`src/rtl/pipelined_addsub.sv`:
```
// Pipelined two's-complement adder/subtractor: WIDTH bits split into STAGES ripple chunks with a registered carry and valid/ready handshake.
// Build option: define ADDSUB_SATURATE_EN to clamp the result on signed overflow (default: wrap modulo 2^WIDTH).
module pipelined_addsub #(
    parameter int WIDTH  = 32,
    parameter int STAGES = 4
) (
    input  logic             clock,
    input  logic             reset_n,
    input  logic             in_valid,
    output logic             in_ready,
    input  logic [WIDTH-1:0] data_A,
    input  logic [WIDTH-1:0] data_B,
    input  logic             sub,
    output logic             out_valid,
    input  logic             out_ready,
    output logic [WIDTH-1:0] result,
    output logic             carry_out,
    output logic             overflow,
    output logic             zero
);

    localparam int CHUNK = WIDTH / STAGES;
    localparam int LAST  = STAGES - 1;

    logic             vld_q [STAGES];
    logic             vld_d [STAGES];
    logic [WIDTH-1:0] a_q   [STAGES];
    logic [WIDTH-1:0] a_d   [STAGES];
    logic [WIDTH-1:0] bx_q  [STAGES];
    logic [WIDTH-1:0] bx_d  [STAGES];
    logic [WIDTH-1:0] res_q [STAGES];
    logic [WIDTH-1:0] res_d [STAGES];
    logic             cy_q  [STAGES];
    logic             cy_d  [STAGES];

    logic             st_v   [STAGES];
    logic [WIDTH-1:0] st_a   [STAGES];
    logic [WIDTH-1:0] st_bx  [STAGES];
    logic [WIDTH-1:0] st_res [STAGES];
    logic             st_c   [STAGES];
    logic [CHUNK:0]   csum   [STAGES];

    logic [WIDTH-1:0] raw_res;
    logic [WIDTH-1:0] result_d, result_q;
    logic             overflow_d, overflow_q;
    logic             zero_d, zero_q;
    logic             adv;

`ifdef ADDSUB_SATURATE_EN
    function automatic logic [WIDTH-1:0] sat_value(input logic a_neg);
        return a_neg ? {1'b1, {(WIDTH-1){1'b0}}} : {1'b0, {(WIDTH-1){1'b1}}};
    endfunction
`endif

    // The whole pipe moves as one unit whenever the output slot is free or being drained.
    assign adv       = ~vld_q[LAST] | out_ready;
    assign in_ready  = adv;
    assign out_valid = vld_q[LAST];
    assign result    = result_q;
    assign carry_out = cy_q[LAST];
    assign overflow  = overflow_q;
    assign zero      = zero_q;

    // Stage inputs; operands are zeroed for bubbles so undriven data never reaches the outputs.
    always_comb begin
        st_v[0]   = in_valid;
        st_a[0]   = in_valid ? data_A : '0;
        st_bx[0]  = in_valid ? (data_B ^ {WIDTH{sub}}) : '0;
        st_c[0]   = in_valid & sub;
        st_res[0] = '0;
        for (int k = 1; k < STAGES; k++) begin
            st_v[k]   = vld_q[k-1];
            st_a[k]   = a_q[k-1];
            st_bx[k]  = bx_q[k-1];
            st_c[k]   = cy_q[k-1];
            st_res[k] = res_q[k-1];
        end
    end

    // Stage k adds slice k and inserts it into the partial result travelling with the token.
    always_comb begin
        for (int k = 0; k < STAGES; k++) begin
            csum[k]  = {1'b0, st_a[k][k*CHUNK +: CHUNK]} + {1'b0, st_bx[k][k*CHUNK +: CHUNK]}
                     + {{CHUNK{1'b0}}, st_c[k]};
            vld_d[k] = st_v[k];
            a_d[k]   = st_a[k];
            bx_d[k]  = st_bx[k];
            cy_d[k]  = csum[k][CHUNK];
            res_d[k] = st_res[k];
            res_d[k][k*CHUNK +: CHUNK] = csum[k][CHUNK-1:0];
        end
    end

    always_comb begin
        raw_res    = res_d[LAST];
        overflow_d = st_a[LAST][WIDTH-1] ^ st_bx[LAST][WIDTH-1] ^ raw_res[WIDTH-1] ^ cy_d[LAST];
`ifdef ADDSUB_SATURATE_EN
        result_d   = overflow_d ? sat_value(st_a[LAST][WIDTH-1]) : raw_res;
`else
        result_d   = raw_res;
`endif
        zero_d     = st_v[LAST] & ~|result_d;
    end

    always_ff @(posedge clock or negedge reset_n) begin
        if (!reset_n) begin
            for (int k = 0; k < STAGES; k++) begin
                vld_q[k] <= 1'b0;
                a_q[k]   <= '0;
                bx_q[k]  <= '0;
                res_q[k] <= '0;
                cy_q[k]  <= 1'b0;
            end
            result_q   <= '0;
            overflow_q <= 1'b0;
            zero_q     <= 1'b0;
        end else if (adv) begin
            for (int k = 0; k < STAGES; k++) begin
                vld_q[k] <= vld_d[k];
                a_q[k]   <= a_d[k];
                bx_q[k]  <= bx_d[k];
                res_q[k] <= res_d[k];
                cy_q[k]  <= cy_d[k];
            end
            result_q   <= result_d;
            overflow_q <= overflow_d;
            zero_q     <= zero_d;
        end
    end

endmodule

```
`config.mk`:
```
export PLATFORM = sky130hd
export DESIGN_NAME = pipelined_addsub
export DESIGN_NICKNAME = d
export VERILOG_FILES = /design/src/rtl/pipelined_addsub.sv
export SDC_FILE = /design/constraint.sdc
export NUM_CORES = 1
export LEC_CHECK = 0
export CAP_MARGIN = 25
export CELL_PAD_IN_SITES_DETAIL_PLACEMENT = 0
export CELL_PAD_IN_SITES_GLOBAL_PLACEMENT = 1
export CORE_MARGIN = 2
export CORE_UTILIZATION = 35
export CTS_BUF_LIST = sky130_fd_sc_hd__clkbuf_4
export DETAILED_ROUTE_END_ITERATION = 16
export PLACE_DENSITY_LB_ADDON = 0.1
export SYNTH_ARGS = -nofsm -noshare
export SYNTH_HDL_FRONTEND = slang
export SYNTH_SLANG_ARGS = --single-unit
```
`constraint.sdc`:
```
create_clock -name clock -period 4.1 [get_ports clock]
set_input_delay 0.82 -clock clock [delete_from_list [all_inputs] [get_ports clock]]
set_output_delay 0.82 -clock clock [all_outputs]
set_load 0.01 [all_outputs]
```
==> qor.txt <==
antenna violations before repair - 1
H-tree Lvls - 4
area of the mapped netlist - 8580 um^2
Pwr Density - 613 nW/um^2
Met1 Routed Length - 10100 um
DR iter-0 viols - 300
startpoint type of the worst setup path - input port
top-count cell post-synth - nand2_1
final setup TNS - 0 ps
DRC Markers - 0
GRT Total Usage - 0.157
Yosys cell types - 42
count of state elements after synthesis - 186
Slew headroom - 0.390
# Max-Cap Violations - 0
metal3 WL - 607 um
Max Clock Skew - 22.5 ps
worst stage delay on the critical path - 500 ps
Post-synth EDFFs - 0
total gr overflow - 0
CP required - 3280 ps
std cell rows - 57
post-synth top area share - 0.543
TritonCTS clock tree - yes
arrival time at the worst endpoint - 2090 ps
vias in the first global route - 6137
Fmax achieved - 0.344 GHz
Commonest cells post-synth - 397 x nand2_1, 186 x dfrtp_1, 35 x xnor2_1
die width - 161 um
WS Path Type - input port to primary output
Worst Hold Class - input port to asynchronous set/reset pin
Worst Reg-to-Reg Cells - 10
Final WS setup - 1190 ps
CTS Buf Count - 17
post-CTS setup buffers - 0
cell taking the most area after synthesis - dfrtp_1
Yosys warning total - 0
Initial DRT Pass Iterations - 4
CTS Buffer Depth - 2
final RePlAce weighted congestion - 0.755
Core ar. - 24200 um^2
PortBufs - 105
vias after detailed routing - 6237
Die H - 161 um
DRT antenna net count - 0
worst slew pin tran - 913 ps
Clock Latency Late Sink - 560 ps
clock root cell - clkbuf_4
largest net degree at the start of global routing - 179
Layout area overhead - 19.1%
syn nets - 1058
die area - 25800 um^2
Top FF cell, synth - dfrtp_1
R2R Path Start - cy_q[2]$_DFFE_PN0P_
layout cells sized above 1 - 0.0448
Synth async-reset ratio - 1.00
boundary pin count - 106
crit-path max FO - 4
Seq/Total Area, Yosys - 0.543
unrepaired setup endpoints after global routing - no
hold_buf cts - 0
post-CTS resize count - 0
metal2 WL - 8340 um
synth top area cells - dfrtp_1 54%, nand2_1 17%, ha_1 4.1%, xnor2_1 3.6%, o21ai_1 1.9%
worst-path cell chain - clkdlybuf4s50_1 > nor2b_4 > inv_4 > clkdlybuf4s50_1
Tmin final - 2910 ps
leakage power - 5.01 nW
Most common cell on crit path - clkdlybuf4s50_1
WL final - 19200 um
reg2reg end - cy_q[1]$_DFFE_PN0P_
synthesized area per cell - 9.00 um^2
pre-CTS WS - 832 ps
crit path max-delay cell type - clkdlybuf4s50_1
Worst setup EP type - primary output
fin. max-slew vios - 0
WL/cell - 13.9 um
Finish-stage setup viols - 0
clock tree sinks - 186
final worst-path cycle share - 0.709
outcome - complete, no violations
first-pass GRT wire length - 32300 um
Starting Density - 0.355
Hold WS - 292 ps
vias per cell - 4.53
Clk pin slew, worst setup/hold paths - 150 ps
Synth Instances - 953
Total Nets Final - 1143
hpwl dp - 13100 um
Max IR drop VDD - 0.206 mV
final hold vios - 0
highest routed metal layer - met4
reg-to-reg slack, setup - 1690 ps
==> critical path: cells and delay by family <==
kind | cells | cell delay, ps
AND/OR/NAND/NOR | 1 | 250
buffers and inverters | 3 | 1020
==> logic make-up (layout without fill, tap and decap cells) <==
logic type / after synthesis / count (layout) / synth area share
compound gates: 105 / 105 / 0.0729
buf+inv: 72 / 169 / 0.0346
simple gates: 504 / 504 / 0.239
other cells: 0 / 3 / 0
flops: 186 / 186 / 0.543
xor+xnor: 49 / 49 / 0.0500
mux: 1 / 1 / 0.00131
fa+ha+maj: 36 / 36 / 0.0595
==> cell usage in the layout, fill, tap and decap left out, types with 5 or more instances in the layout <==
cell / netlist / final
buf_4: 0 / 7
inv_6: 0 / 5
clkdlybuf4s50_1: 0 / 103
nand3_1: 28 / 28
a21oi_1: 23 / 23
and2_1: 15 / 15
xnor2_1: 35 / 35
nand2_1: 397 / 397
fa_1: 8 / 8
o21ai_0: 13 / 13
clkbuf_4: 0 / 18
dfrtp_1: 186 / 186
o21a_1: 7 / 7
o21ai_1: 33 / 33
xor2_1: 14 / 14
nor2_1: 30 / 30
ha_1: 28 / 28
inv_1: 23 / 23
o31ai_1: 8 / 8
nor3_1: 12 / 12
==> sequential cells by signal, indices dropped and copies added (netlist names) <==
register   cells
a_d           48
bx_d          48
carry_out      1
cy_q           3
out_valid      1
overflow       1
raw_res       24
res_d         24
result        32
st_v           3
zero           1
==> through the flow <==
stage               power (mW)  std cells  area [um^2]   util
floorplan                 4.40        953         8580      -
finish                    6.26       1377        10200  0.423
global route              6.84       1377        10200  0.423
global placement          5.32       1343         9930  0.411
CTS                       6.39       1374        10200  0.422
detailed placement        5.36       1343         9930  0.411
==> power breakdown <==
part | leakage, nW | internal (mW) | switching, mW
sequential | 2.36 | 2.51 | 0.416
clock | 0.152 | 0.374 | 0.641
combinational | 2.50 | 1.02 | 1.30
==> cell type report <==
type                            instances  area, um^2
Tap cell                              324         405
Fill cell                            2502       14000
Sequential cell                       186        4650
Antenna cell                            3        7.51
Clock buffer                           18         135
Clock inverter                         13         143
Multi-Input combinational cell        695        3640
Inverter                               24        92.6
Timing Repair Buffer                  114        1140
==> how the worst max path moves through the flow <==
| stage | start | to | slack [ps] | cells past startpoint |
|---|---|---|---|---|
| final | out_ready | in_ready | 1190 | 4 |
| after global routing | out_ready | in_ready | 1160 | 4 |
| after CTS | out_ready | in_ready | 1170 | 4 |
| after detailed placement | data_B[0] | res_d[70]$_DFFE_PN0P_ | 830 | 12 |
| after global placement | data_B[0] | res_d[70]$_DFFE_PN0P_ | 880 | 12 |
| after floorplan | sub | res_d[71]$_DFFE_PN0P_ | 1250 | 12 |
==> routing by layer <==
| layer | track usage | vias to the layer above |
|---|---|---|
| met3 | 0.0310 | 12 |
| met1 | 0.239 | 2902 |
| met2 | 0.231 | 86 |
| met4 | 0.0344 | 0 |
| li1 | - | 3237 |
| met5 | 0 | - |
No activity file was read; power rests on OpenSTA's default activity.
